===== src/rtl/axi4lite_req_arbiter.sv =====
// -----------------------------------------------------------------------------
// axi4lite_req_arbiter
//
// Round-robin arbiter that shares one AXI4-Lite master user interface
// (start_write / start_read / addr / wdata / done) among NUM_REQ local
// requesters. One request is latched at a time: the winner gets a one-hot
// grant, the master gets a single-cycle start pulse, and when the master
// reports done the read data and a one-cycle ack go back to the winner.
//
// State sequence: IDLE -> ISSUE (1 cycle) -> WAIT -> RESP (1 cycle) -> IDLE.
// Every output is a register.
//
// Optional feature (macro AXI4LITE_ARB_TIMEOUT_EN):
//   defined   - WAIT watchdog; after TIMEOUT_CYCLES WAIT cycles without
//               m_done the transaction completes with rsp_err=1, rsp_rdata=0.
//   undefined - WAIT waits indefinitely and rsp_err is tied to 0.
//
// Ports:
//   clk, rst       clock (rising edge) and asynchronous active-high reset
//   req            per-requester request level
//   req_we         per-requester direction, 1=write 0=read
//   req_addr       packed addresses, requester i at [i*ADDR_W +: ADDR_W]
//   req_wdata      packed write data, requester i at [i*DATA_W +: DATA_W]
//   gnt            one-hot grant, held from ISSUE through RESP
//   ack            one-cycle completion pulse to the granted requester
//   rsp_rdata      read data, valid with ack, held until the next ack
//   rsp_err        completion error flag, valid with ack
//   busy           high whenever the arbiter is not idle
//   m_start_write  single-cycle write start to the master
//   m_start_read   single-cycle read start to the master
//   m_addr         address to the master
//   m_wdata        write data to the master
//   m_rdata        read data from the master
//   m_done         transaction done from the master
// -----------------------------------------------------------------------------
module axi4lite_req_arbiter #(
    parameter int NUM_REQ        = 2,
    parameter int ADDR_W         = 2,
    parameter int DATA_W         = 8,
    parameter int TIMEOUT_CYCLES = 255
) (
    input  logic                      clk,
    input  logic                      rst,
    input  logic [NUM_REQ-1:0]        req,
    input  logic [NUM_REQ-1:0]        req_we,
    input  logic [NUM_REQ*ADDR_W-1:0] req_addr,
    input  logic [NUM_REQ*DATA_W-1:0] req_wdata,
    output logic [NUM_REQ-1:0]        gnt,
    output logic [NUM_REQ-1:0]        ack,
    output logic [DATA_W-1:0]         rsp_rdata,
    output logic                      rsp_err,
    output logic                      busy,
    output logic                      m_start_write,
    output logic                      m_start_read,
    output logic [ADDR_W-1:0]         m_addr,
    output logic [DATA_W-1:0]         m_wdata,
    input  logic [DATA_W-1:0]         m_rdata,
    input  logic                      m_done
);

    localparam int IDX_W = $clog2(NUM_REQ);

    if (NUM_REQ < 2 || NUM_REQ > 4 || TIMEOUT_CYCLES < 1) begin : g_param_check
        $error("axi4lite_req_arbiter: NUM_REQ must be 2..4 and TIMEOUT_CYCLES >= 1");
    end

    typedef enum logic [1:0] {
        S_IDLE  = 2'd0,
        S_ISSUE = 2'd1,
        S_WAIT  = 2'd2,
        S_RESP  = 2'd3
    } state_t;

    state_t             state;
    logic [IDX_W-1:0]   last;      // most recent winner; the scan starts just above it
    logic [IDX_W-1:0]   winner;
    logic [IDX_W-1:0]   cand;
    logic               found;
    logic [NUM_REQ-1:0] win_onehot;
    logic               win_we;
    logic [ADDR_W-1:0]  win_addr;
    logic [DATA_W-1:0]  win_wdata;

`ifdef AXI4LITE_ARB_TIMEOUT_EN
    localparam int CNT_W = ($clog2(TIMEOUT_CYCLES + 1) > 8) ? $clog2(TIMEOUT_CYCLES + 1) : 8;
    logic [CNT_W-1:0] wait_cnt;
`else
    assign rsp_err = 1'b0;
`endif

    // Round-robin pick: first set req scanning last+1, last+2, ... modulo
    // NUM_REQ, so the previous winner is considered last.
    always_comb begin
        // NOTE: every variable gets a default before any conditional write so
        // no path leaves it unassigned and no latch is inferred.
        found  = 1'b0;
        winner = last;
        cand   = '0;
        for (int i = 1; i <= NUM_REQ; i++) begin
            cand = IDX_W'((int'(last) + i) % NUM_REQ);
            if (!found && req[cand]) begin
                found  = 1'b1;
                winner = cand;
            end
        end
    end

    // Field mux for the chosen requester.
    always_comb begin
        win_onehot = '0;
        win_we     = 1'b0;
        win_addr   = '0;
        win_wdata  = '0;
        for (int i = 0; i < NUM_REQ; i++) begin
            if (winner == IDX_W'(i)) begin
                win_onehot[i] = 1'b1;
                win_we        = req_we[i];
                win_addr      = req_addr[i*ADDR_W +: ADDR_W];
                win_wdata     = req_wdata[i*DATA_W +: DATA_W];
            end
        end
    end

    always_ff @(posedge clk or posedge rst) begin
        if (rst) begin
            state         <= S_IDLE;
            last          <= IDX_W'(NUM_REQ - 1);
            gnt           <= '0;
            ack           <= '0;
            rsp_rdata     <= '0;
            busy          <= 1'b0;
            m_start_write <= 1'b0;
            m_start_read  <= 1'b0;
            m_addr        <= '0;
            m_wdata       <= '0;
`ifdef AXI4LITE_ARB_TIMEOUT_EN
            rsp_err       <= 1'b0;
            wait_cnt      <= '0;
`endif
        end else begin
            // NOTE: state registers use non-blocking assignments so every
            // register samples pre-edge values regardless of statement order.
            m_start_write <= 1'b0;
            m_start_read  <= 1'b0;
            ack           <= '0;

            case (state)
                S_IDLE: begin
                    // A done still high from the previous transaction must not
                    // be mistaken for completion of a new one.
                    if (found && !m_done) begin
                        gnt           <= win_onehot;
                        last          <= winner;
                        m_addr        <= win_addr;
                        m_wdata       <= win_wdata;
                        m_start_write <= win_we;
                        m_start_read  <= !win_we;
                        busy          <= 1'b1;
                        state         <= S_ISSUE;
                    end
                end

                S_ISSUE: begin
`ifdef AXI4LITE_ARB_TIMEOUT_EN
                    wait_cnt <= '0;
`endif
                    state <= S_WAIT;
                end

                S_WAIT: begin
                    if (m_done) begin
                        rsp_rdata <= m_rdata;
`ifdef AXI4LITE_ARB_TIMEOUT_EN
                        rsp_err   <= 1'b0;
`endif
                        ack       <= gnt;
                        state     <= S_RESP;
                    end
`ifdef AXI4LITE_ARB_TIMEOUT_EN
                    // wait_cnt counts completed WAIT cycles; this is the last one.
                    else if (wait_cnt == CNT_W'(TIMEOUT_CYCLES - 1)) begin
                        rsp_rdata <= '0;
                        rsp_err   <= 1'b1;
                        ack       <= gnt;
                        state     <= S_RESP;
                    end else begin
                        wait_cnt <= wait_cnt + 1'b1;
                    end
`endif
                end

                S_RESP: begin
                    gnt   <= '0;
                    busy  <= 1'b0;
                    state <= S_IDLE;
                end

                default: begin
                    state <= S_IDLE;
                end
            endcase
        end
    end

endmodule


===== config.mk =====
export PLATFORM = sky130hd
export DESIGN_NAME = axi4lite_req_arbiter
export DESIGN_NICKNAME = d
export VERILOG_FILES = /design/src/rtl/axi4lite_req_arbiter.sv
export SDC_FILE = /design/constraint.sdc
export NUM_CORES = 1
export LEC_CHECK = 0
export ABC_CLOCK_PERIOD_IN_PS = 2000
export CAP_MARGIN = 20
export CORE_UTILIZATION = 41
export CTS_CLUSTER_DIAMETER = 50
export CTS_CLUSTER_SIZE = 30
export DETAILED_ROUTE_END_ITERATION = 10
export PLACE_DENSITY = 0.9
export SLEW_MARGIN = 10
export SYNTH_ARGS = -nofsm -noshare
export SYNTH_HDL_FRONTEND = slang
export SYNTH_SLANG_ARGS = --single-unit
export TNS_END_PERCENT = 10

===== constraint.sdc =====
create_clock -name clk -period 2 [get_ports clk]
set_clock_uncertainty 0.15 [all_clocks]
set_input_delay 0.2 -clock clk [delete_from_list [all_inputs] [get_ports clk]]
set_output_delay 0.2 -clock clk [all_outputs]
set_load 0.05 [all_outputs]

==> flow_summary.yaml <==
grt:
  grt_util_all_layers: 0.207
  grt_pass1_wl_um: 5310
  grt_pass1_vias: 1268
  antenna_found_initial: 0
  grt_max_degree: 29
  globalRoute.totalOverflow: 0
logic_synthesis:
  avgSynthCellArea_um2: 10.7
  synth-edff-count: 0
  synth_ff_type: "dfrtp_1"
  synth_cell_area_um2: 1320
  synth-async-reset-ratio: 1.00
  seq_cells_post_synth: 28
  synth_seq_area_share: 0.532
  synthTopCellsByArea: "dfrtp_1 51%, mux2_2 8.5%, a31oi_1 4.7%"
  yosys.cell_count.top_type: "dfrtp_1"
  ys_warn_count: 0
  synth.top_cell.area_share: 0.512
  synthCells: 123
  ys_types: 31
  synth_largest_area_cell: "dfrtp_1"
  mappedNetlistNets: 161
  synth.cells.most_frequent: "27 x dfrtp_1, 12 x a21oi_1, 12 x o21ai_0, 11 x nand3_1"
detailed_routing:
  final_antenna_net_count: 0
  average_via_count_per_standard_cell: 5.32
  drt_iter0_markers: 27
  drcViolationCount: 0
  wire_per_inst_um: 15.0
  num_vias: 1197
  drtPass1Iterations: 4
  routed_wirelength_um: 3370
clock_tree:
  cts_root_buffer: "clkbuf_4"
  cts_buffers: 3
  cts-htree-levels: 1
  clk-insertion-delay-late_ps: 340
  hold_buffers: 0
  cts.reportedPaths.clkPinSlew_ps: 150
  clock_path_buffers: 2
  tritoncts: "done"
  cts_num_sinks: 28
  post-cts-setup-buffer-count: 0
  cts_repair_resize_count: 0
floorplanning:
  fp.dieH_um: 58.7
  row_count: 20
  top_level_ports: 61
  die_x_um: 58.7
  design.die.area_um2: 3450
  core_um2: 3050
  starting_density_of_the_core: 0.432
sta:
  layout_worst_path_cycle_share: 0.950
  final-max-slew-violation-count: 0
  slew_headroom: 0.658
  final_critical_path_time_including_i_o_delays_and_setup_ps: 1900
  hold_viol: 0
  unrepaired_setup_endpoints_after_global_routing: "false"
  tightestPinTransition_ps: 511
  timing.hold.ws_ps: 63.2
  setup-tns-final_ps: 0
  max_clk_rate_mhz: 526
  setup_violators_final: 0
  post-route-worst-setup-slack_ps: 100
placement:
  place_hpwl_um: 2500
  numPortBuffers: 59
  placedInstanceArea_um2: 1940
  gp_congestion: 0.902
  placedCellCount: 221
  dp_slack_ps: 216
status:
  outcome: "completed"
layout:
  num-nets-final: 220
  diodes: 0
  areaGrowthSynthToFinish_pct: 50.0
  fillers: 260
  final_cells: 225
  post_route_cells_drive_above_1_share: 0.133
  finalCoreUtilization: 0.649
  area_of_all_placed_cells_without_fillers_um2: 1980
setup_path:
  cp_data_arrival_time_ps: 1550
  reg2regPathDepth: 4
  r2r_setup_slack_ps: 280
  worst-endpoint-required_ps: 1650
  critical-path-slowest-cell: "clkdlybuf4s50_1"
  cp-start-kind: "flip-flop"
  worstReg2RegEnd: "rsp_rdata[3]"
  worstPathBufferInverterCount: 1
  timing.critical_path.fanout_max: 3
  cp_cell_sequence: "clkdlybuf4s50_1"
  worstSetupPathDepth: 1
  timing_worst_setup_path_type: "reg2out"
  cp_top_family: "buffers and inverters"
  endpoint_kind: "output pin"
  critical_path.reg2reg.startpoint: "state[0]"
  timing.critical_path.slowest_cell_delay_ps: 820
power_and_ir_drop:
  totalPowerFinal_mw: 3.42
  pwr_density_cell_nw_per_um2: 1730
  cellLeakagePower_nw: 0.832
  power.ir.vdd_worst_v: 0.000873
worst_hold_path:
  worst_hold_path_type: "in2async"
run:
  max-cap-violations: 0
placed cells by master, fill, tap and decap left out:
| master | n |
|---|---|
| a21oi_1 | 12 |
| a21oi_2 | 1 |
| a222oi_1 | 1 |
| a31oi_1 | 10 |
| and2_1 | 1 |
| and2_4 | 1 |
| and3_1 | 3 |
| buf_4 | 4 |
| clkbuf_4 | 3 |
| clkbuf_8 | 1 |
| clkdlybuf4s50_1 | 59 |
| conb_1 | 1 |
| dfrtp_1 | 27 |
| dfstp_2 | 1 |
| ha_1 | 3 |
| inv_1 | 5 |
| mux2_2 | 10 |
| mux2_4 | 1 |
| mux2i_1 | 2 |
| nand2_1 | 3 |
| nand3_1 | 11 |
| nor2_1 | 3 |
| nor3_1 | 1 |
| o21ai_0 | 12 |
| o21ba_2 | 1 |
| o21bai_1 | 1 |
| o221ai_1 | 1 |
| o2bb2ai_1 | 1 |
| or2_2 | 1 |
layer usage:
| metal | up-vias | wire length [um] | track usage |
|---|---|---|---|
| met1 | 564 | 1190 | 0.205 |
| met4 | 0 | 94 | 0.139 |
| li1 | 558 | - | - |
| met5 | - | 0 | 0 |
| met2 | 64 | 1820 | 0.391 |
| met3 | 11 | 261 | 0.0352 |
cell type report:
class | instances | area (um^2) | area share
flip-flops and latches | 28 | 702 | 0.354
multi-input cells | 81 | 548 | 0.277
well taps | 44 | 55.1 | 0.0278
inverters | 5 | 18.8 | 0.00948
repair buffers | 63 | 621 | 0.313
clock buffers | 4 | 36.3 | 0.0183
worst max path at each step:
| stage | start | end |
|---|---|---|
| after detailed placement | m_done | gnt[0] |
| after global placement | m_done | gnt[0] |
| after floorplan | state[1] | gnt[0] |
| final | gnt[1] | gnt[1] |
| after global routing | gnt[1] | gnt[1] |
| after CTS | gnt[1] | gnt[1] |
cell families (layout without fill, tap and decap cells):
logic type               count (synthesis)  after routing  share of synthesized area
other                                    1              1                    0.00284
AND/OR/NAND/NOR                         24             24                     0.0929
multiplexers                            13             13                      0.112
flip-flops                              28             28                      0.532
AO/OA/AOI/OAI                           40             40                      0.179
adder cells (fa/ha/maj)                  3              3                     0.0284
buffers and inverters                   14             72                     0.0531
sequential cells by signal (all words and copies together), names as in the netlist:
signal         count
m_start_read       1
ack                2
gnt                2
state              2
m_addr             2
m_start_write      1
rsp_rdata          8
busy               1
m_wdata            8
last               1
where the power goes:
group          total, mW  internal [mW]  switching, mW
logic               2.16          0.807           1.35
clock network      0.281          0.112          0.169
registers          0.983          0.832          0.151
Power figures use the tool's default switching activity.
